===== src/rtl/dmem_arbiter.sv =====
// Two-port round-robin arbiter/sequencer in front of a single-port data memory.
// Each access runs IDLE -> ACCESS -> RESP, giving one access every three cycles.
module dmem_arbiter #(
  parameter int unsigned WL = 32
) (
  input  logic          clk,
  input  logic          rst_n,
  input  logic          c_req,
  input  logic          c_we,
  input  logic [WL-1:0] c_addr,
  input  logic [WL-1:0] c_wdata,
  output logic          c_gnt,
  output logic          c_rvalid,
  output logic [WL-1:0] c_rdata,
  input  logic          d_req,
  input  logic          d_we,
  input  logic [WL-1:0] d_addr,
  input  logic [WL-1:0] d_wdata,
  output logic          d_gnt,
  output logic          d_rvalid,
  output logic [WL-1:0] d_rdata,
  output logic          mem_we,
  output logic [WL-1:0] mem_addr,
  output logic [WL-1:0] mem_wdata,
  input  logic [WL-1:0] mem_rdata,
  output logic          busy
);

  typedef enum logic [1:0] {
    IDLE   = 2'd0,
    ACCESS = 2'd1,
    RESP   = 2'd2
  } state_e;

  state_e        state_q, state_d;
  logic          prio_q, prio_d;     // 0 favours C, 1 favours D
  logic          id_q, id_d;         // latched winner: 0 = C, 1 = D
  logic          we_q, we_d;
  logic [WL-1:0] addr_q, addr_d;
  logic [WL-1:0] wdata_q, wdata_d;
  logic          c_gnt_q, c_gnt_d;
  logic          d_gnt_q, d_gnt_d;
  logic          c_rvalid_q, c_rvalid_d;
  logic          d_rvalid_q, d_rvalid_d;
  logic [WL-1:0] c_rdata_q, c_rdata_d;
  logic [WL-1:0] d_rdata_q, d_rdata_d;
  logic          mem_we_q, mem_we_d;
  logic          busy_q, busy_d;
  logic          win_d;

  // Next-state, command latching and response capture.
  always_comb begin
    state_d    = state_q;
    prio_d     = prio_q;
    id_d       = id_q;
    we_d       = we_q;
    addr_d     = addr_q;
    wdata_d    = wdata_q;
    c_gnt_d    = 1'b0;
    d_gnt_d    = 1'b0;
    c_rvalid_d = 1'b0;
    d_rvalid_d = 1'b0;
    c_rdata_d  = c_rdata_q;
    d_rdata_d  = d_rdata_q;
    mem_we_d   = 1'b0;
    win_d      = ~(c_req & (~d_req | ~prio_q));

    unique case (state_q)
      IDLE: begin
        if (c_req | d_req) begin
          id_d     = win_d;
          we_d     = win_d ? d_we    : c_we;
          addr_d   = win_d ? d_addr  : c_addr;
          wdata_d  = win_d ? d_wdata : c_wdata;
          c_gnt_d  = ~win_d;
          d_gnt_d  = win_d;
          prio_d   = ~win_d;
          mem_we_d = win_d ? d_we : c_we;
          state_d  = ACCESS;
        end
      end
      ACCESS: begin
        // Capture for reads and writes alike; only the winner's register moves.
        if (id_q) begin
          d_rdata_d  = mem_rdata;
          d_rvalid_d = 1'b1;
        end else begin
          c_rdata_d  = mem_rdata;
          c_rvalid_d = 1'b1;
        end
        state_d = RESP;
      end
      RESP:    state_d = IDLE;
      default: state_d = IDLE;
    endcase

    busy_d = (state_d != IDLE);
  end

  always_ff @(posedge clk or negedge rst_n) begin
    if (!rst_n) begin
      state_q    <= IDLE;
      prio_q     <= 1'b0;
      id_q       <= 1'b0;
      we_q       <= 1'b0;
      addr_q     <= '0;
      wdata_q    <= '0;
      c_gnt_q    <= 1'b0;
      d_gnt_q    <= 1'b0;
      c_rvalid_q <= 1'b0;
      d_rvalid_q <= 1'b0;
      c_rdata_q  <= '0;
      d_rdata_q  <= '0;
      mem_we_q   <= 1'b0;
      busy_q     <= 1'b0;
    end else begin
      state_q    <= state_d;
      prio_q     <= prio_d;
      id_q       <= id_d;
      we_q       <= we_d;
      addr_q     <= addr_d;
      wdata_q    <= wdata_d;
      c_gnt_q    <= c_gnt_d;
      d_gnt_q    <= d_gnt_d;
      c_rvalid_q <= c_rvalid_d;
      d_rvalid_q <= d_rvalid_d;
      c_rdata_q  <= c_rdata_d;
      d_rdata_q  <= d_rdata_d;
      mem_we_q   <= mem_we_d;
      busy_q     <= busy_d;
    end
  end

  assign c_gnt     = c_gnt_q;
  assign d_gnt     = d_gnt_q;
  assign c_rvalid  = c_rvalid_q;
  assign d_rvalid  = d_rvalid_q;
  assign c_rdata   = c_rdata_q;
  assign d_rdata   = d_rdata_q;
  assign mem_we    = mem_we_q;
  assign mem_addr  = addr_q;
  assign mem_wdata = wdata_q;
  assign busy      = busy_q;

endmodule


===== config.mk =====
export PLATFORM = sky130hd
export DESIGN_NAME = dmem_arbiter
export DESIGN_NICKNAME = d
export VERILOG_FILES = /design/src/rtl/dmem_arbiter.sv
export SDC_FILE = /design/constraint.sdc
export NUM_CORES = 1
export LEC_CHECK = 0
export ABC_CLOCK_PERIOD_IN_PS = 2720
export CAP_MARGIN = 25
export CORE_MARGIN = 3
export CORE_UTILIZATION = 33
export CTS_BUF_LIST = sky130_fd_sc_hd__clkbuf_16
export DETAILED_ROUTE_END_ITERATION = 8
export MAX_ROUTING_LAYER = met4
export PLACE_DENSITY = 0.7
export SKIP_LAST_GASP = 1
export SLEW_MARGIN = 10
export SYNTH_ARGS = -nofsm -noshare
export SYNTH_HDL_FRONTEND = slang
export SYNTH_SLANG_ARGS = --single-unit

===== constraint.sdc =====
create_clock -name clk -period 2.72 [get_ports clk]
set_input_delay 0.816 -clock clk [delete_from_list [all_inputs] [get_ports clk]]
set_output_delay 0.816 -clock clk [all_outputs]
set_load 0.005 [all_outputs]

# Word-level counts from Yosys, hierarchy flattened
# Cells that the tools add are included.
# classes
n_eq_ne	1
n_mux	15
bitwise_logic	7
reduce_logical	5
# ops
cell	n
32-bit two-way mux	2
1-bit two-way mux	11
2-bit AND reduction	3
1-bit inverter	4
2-bit case mux with 2 select lines	1
2-bit by 1-bit equality test with 1-bit output (second input constant)	1
2-bit zero test	1
2-bit two-way mux	1
1-bit bitwise OR	2
2-bit nonzero test	1
1-bit bitwise AND	1
# word_totals
register_bits	138
wordCells	41

# Logic depth before layout (Yosys ltp)
# logic_depth
depth_word	6
mapped_depth	6
ltp_nobuf	4

# Worst setup path after synthesis
# OpenSTA, ideal clock, no wires.
# synth_timing
kind	input -> register
start	input d_req
end	register addr_q[30] (netlist: mem_addr[30])
arrival_ns	1.769
t_required_ns	2.594
slack_ns	0.825
stages	5
path_buffers	2
path_cell_list	or2_1 -> and3_1 -> buf_6 -> buf_6 -> a221o_1
# synth_via
elab_chain_len	4
elab_cells_between_ends	6
cone_classes	mux (1); bitwise (4); reduce/logical (1)
# synth_lines
element	line	rtl
start: declaration	15	input logic d_req,
1-bit inverter	66	win_d = ~(c_req & (~d_req | ~prio_q));
1-bit bitwise OR	66	
1-bit bitwise AND	66	
32-bit two-way mux	73	addr_d = win_d ? d_addr : c_addr;
end signal: assignment	121	addr_q <= addr_d;
end: declaration	39	logic [WL-1:0] addr_q, addr_d;
# Several ways; a longest one is shown, not always the timed one.
# A chain may end at the register's enable or synchronous reset.

# Final worst setup path
# layout_timing
start	input c_req
end	register id_q
# layout_via
elab_chain_len	2
elab_cells_between_ends	4
cone_classes	bitwise (3); reduce/logical (1)
# layout_lines
element	line	rtl
start: declaration	8	input logic c_req,
1-bit bitwise OR / 1-bit bitwise AND (equally long branches)	70, 66	
2-bit AND reduction (no source line) / 1-bit inverter (equally long branches)	--	
end signal: assignment	119	id_q <= id_d;
end: declaration	37	logic id_q, id_d;
# Several ways; a longest one is shown, not always the timed one.

==> run_results.csv <==
group,metric,value,unit
synth,netlist_area,5570,sq um
sta,setup_tns,0,ns
sta,fmax,456,MHz
route,ant_nets,0,
setup_path,worst-path-max-fanout,45,
floorplan,start_util,0.344,
synth,yosys_register_bits,138,
synth,synth_seq_area_share,0.620,
placed_design,place_congestion,0.819,
setup_path,crit_cells,5,
route,routedWlPerCell,18.1,um
floorplan,die_h,136,um
clock_tree,clkLatencyLatePin,0.41,ns
route,vias_per_cell,4.97,
synth,yosysTopAreaCell,"dfrtp_1",
clock_tree,post_cts_buffers,0,
global_routing,grt_start_max_net_pins,68,
layout,drive_gt1_frac,0.157,
clock_tree,cts-root-buf,"clkbuf_16",
sta,setup_ws,0.525,ns
clock_tree,numCtsBuffers,17,
layout,finalNetCount,891,
global_routing,grt_pass1_wl,26600,um
global_routing,grt_remaining_overflow,0,
synth,synth_edf_count,0,
clock_tree,cts_buffer_depth,2,
sta,rsz0062_at_grt,"no",
floorplan,ios,300,
sta,drv_slew,0,
route,vias,4738,
sta,maxSlewHeadroom,0.429,
power_and_ir_drop,power,10.8,mW
synth,yosysWarnings,0,
sta,timing.hold.ws,0.394,ns
setup_path,path_buf_inv,2,
power_and_ir_drop,p_leak,4.07,nW
placed_design,post-place-ws,0.0986,ns
layout,insertedDiodeCount,0,
setup_path,path_delay_family,"simple AND/OR/NAND/NOR gates",
clock_tree,cts.sinks,138,
setup_path,critical-path-max-stage-delay,0.76,ns
synth,synth_top_area_frac,0.620,
route,routed_wl,17200,um
synth,synthTopCellsByArea,"dfrtp_1 (62%), mux2_2 (13%), a221o_1 (7.9%)",
setup_path,end_kind,"flip-flop",
synth,yosysMostFrequentCell,"dfrtp_1",
setup_path,worstSetupStartpointType,"primary input",
setup_path,worstSetupPathType,"in -> reg",
clock_tree,post_cts_resized,0,
setup_path,crit_required,3.07,ns
clock_tree,cts_hold_buf,0,
route,drt-pass1-iter-count,4,
global_routing,antenna_found_initial,0,
setup_path,r2r_cells,4,
synth,synthArstFlopShare,1.00,
sta,worst_slew_pin_slew,0.856,ns
synth,synth.distinct_cells,22,
run_status,status,"finished, final reports clean",
synth,synth_common_cells,"dfrtp_1 (138), mux2_2 (64), and3_1 (45), nand2_1 (45), a221o_1 (44)",
setup_path,slowest_stage,"and3_2",
power_and_ir_drop,power_density,1150,nW/um^2
sta,fin_skew,0.00758,ns
clock_tree,cts_tree,"yes",
setup_path,path_cells,"clkdlybuf4s50_1 > a21bo_2 > and3_2 > buf_4 > a21o_1",
sta,hold_viol,0,
synth,syn_nets,591,
floorplan,core_region_area,16200,sq um
route,drt-initial-drc-count,219,
sta,min_period,2.20,ns
clock_tree,clkSlewWorstSetupHoldPaths,0.05,ns
sta,finalCritPeriodShare,0.807,
setup_path,crit_arrival,2.54,ns
floorplan,die_w,136,um
route,drc,0,
floorplan,rows,46,
synth,syn_avg_cell_area,13.1,sq um
synth,synthCells,425,
layout,final_core_util,0.583,
global_routing,grt_pass1_vias,5135,
placed_design,port_buffers,299,
layout,syn2layout_area_growth,69.2,%
clock_tree,cts_max_level,4,
worst_hold_path,min_path_type,"in -> async",
synth,ys.flop_type,"dfrtp_1",
global_routing,gr-usage-all-layers,0.190,
floorplan,fp.dieArea,18500,sq um
job,drv_cap,0,
sta,setup_viol_count_final,0,
power_and_ir_drop,ir_drop,0.494,mV
placed_design,dp_hpwl,13000,um
[registers in the layout, summed over array words and instances (netlist names)]
signal,cells
c_rvalid,1
state_q,2
busy,1
d_rvalid,1
mem_wdata,32
mem_we,1
prio_q,1
d_gnt,1
d_rdata,32
c_rdata,32
c_gnt,1
id_q,1
mem_addr,32
[path summary, 6_finish.rpt]
path | from | endpoint | slack, ns
max | c_req | id_q | 0.52
min | rst_n | d_rdata[2] | 0.39
max reg2reg | state_q[1] | id_q | 0.73
min reg2reg | d_rdata[15] | d_rdata[15] | 0.50
max in group asynchronous | rst_n | d_rdata[16] | 1.67
min in group clk | d_rdata[15] | d_rdata[15] | 0.50
[cells in the final DEF, fill, tap and decap left out, types with 3 or more instances in the layout]
master / n
a31oi_1: 20
and3_1: 44
clkdlybuf4s50_1: 298
dfrtp_1: 138
a21oi_1: 21
bufinv_16: 3
buf_4: 14
mux2_2: 64
nand2_1: 44
a221o_1: 44
buf_12: 4
inv_1: 5
clkbuf_16: 17
[metal layers]
metal / share of wire / up-vias / GRT usage
met5: 0 / - / -
met1: 0.40 / 2283 / 0.225
met2: 0.49 / 244 / 0.308
met4: 0.018 / 0 / 0.0683
li1: - / 2184 / -
met3: 0.089 / 27 / 0.0555
[cell families (layout without fill, tap and decap cells)]
logic type             after synthesis  after routing  synth area share
multiplexers                        64             64             0.129
flip-flops                         138            138             0.620
buffers and inverters               39            351            0.0384
AO/OA/AOI/OAI                       89             89             0.126
AND/OR/NAND/NOR                     95             95            0.0858
[power breakdown]
group	leakage (nW)	switching, mW	internal [mW]
clock	0.287	0.839	1.42
combinational	2.15	1.78	3.09
sequential	1.64	0.606	3.11
[through the flow]
stage | instance area, sq um | std cells
floorplan | 5570 | 425
global placement | 8840 | 922
detailed placement | 8840 | 922
CTS | 9430 | 953
global route | 9430 | 953
finish | 9430 | 953
[layout make-up]
class | count | area [sq um]
Timing Repair Buffer | 317 | 3180
Sequential cell | 138 | 3450
Tap cell | 216 | 270
Inverter | 3 | 11.3
Fill cell | 1266 | 6750
Clock buffer | 17 | 425
Multi-Input combinational cell | 248 | 1930
Clock inverter | 14 | 156
Power figures use the tool's default switching activity.
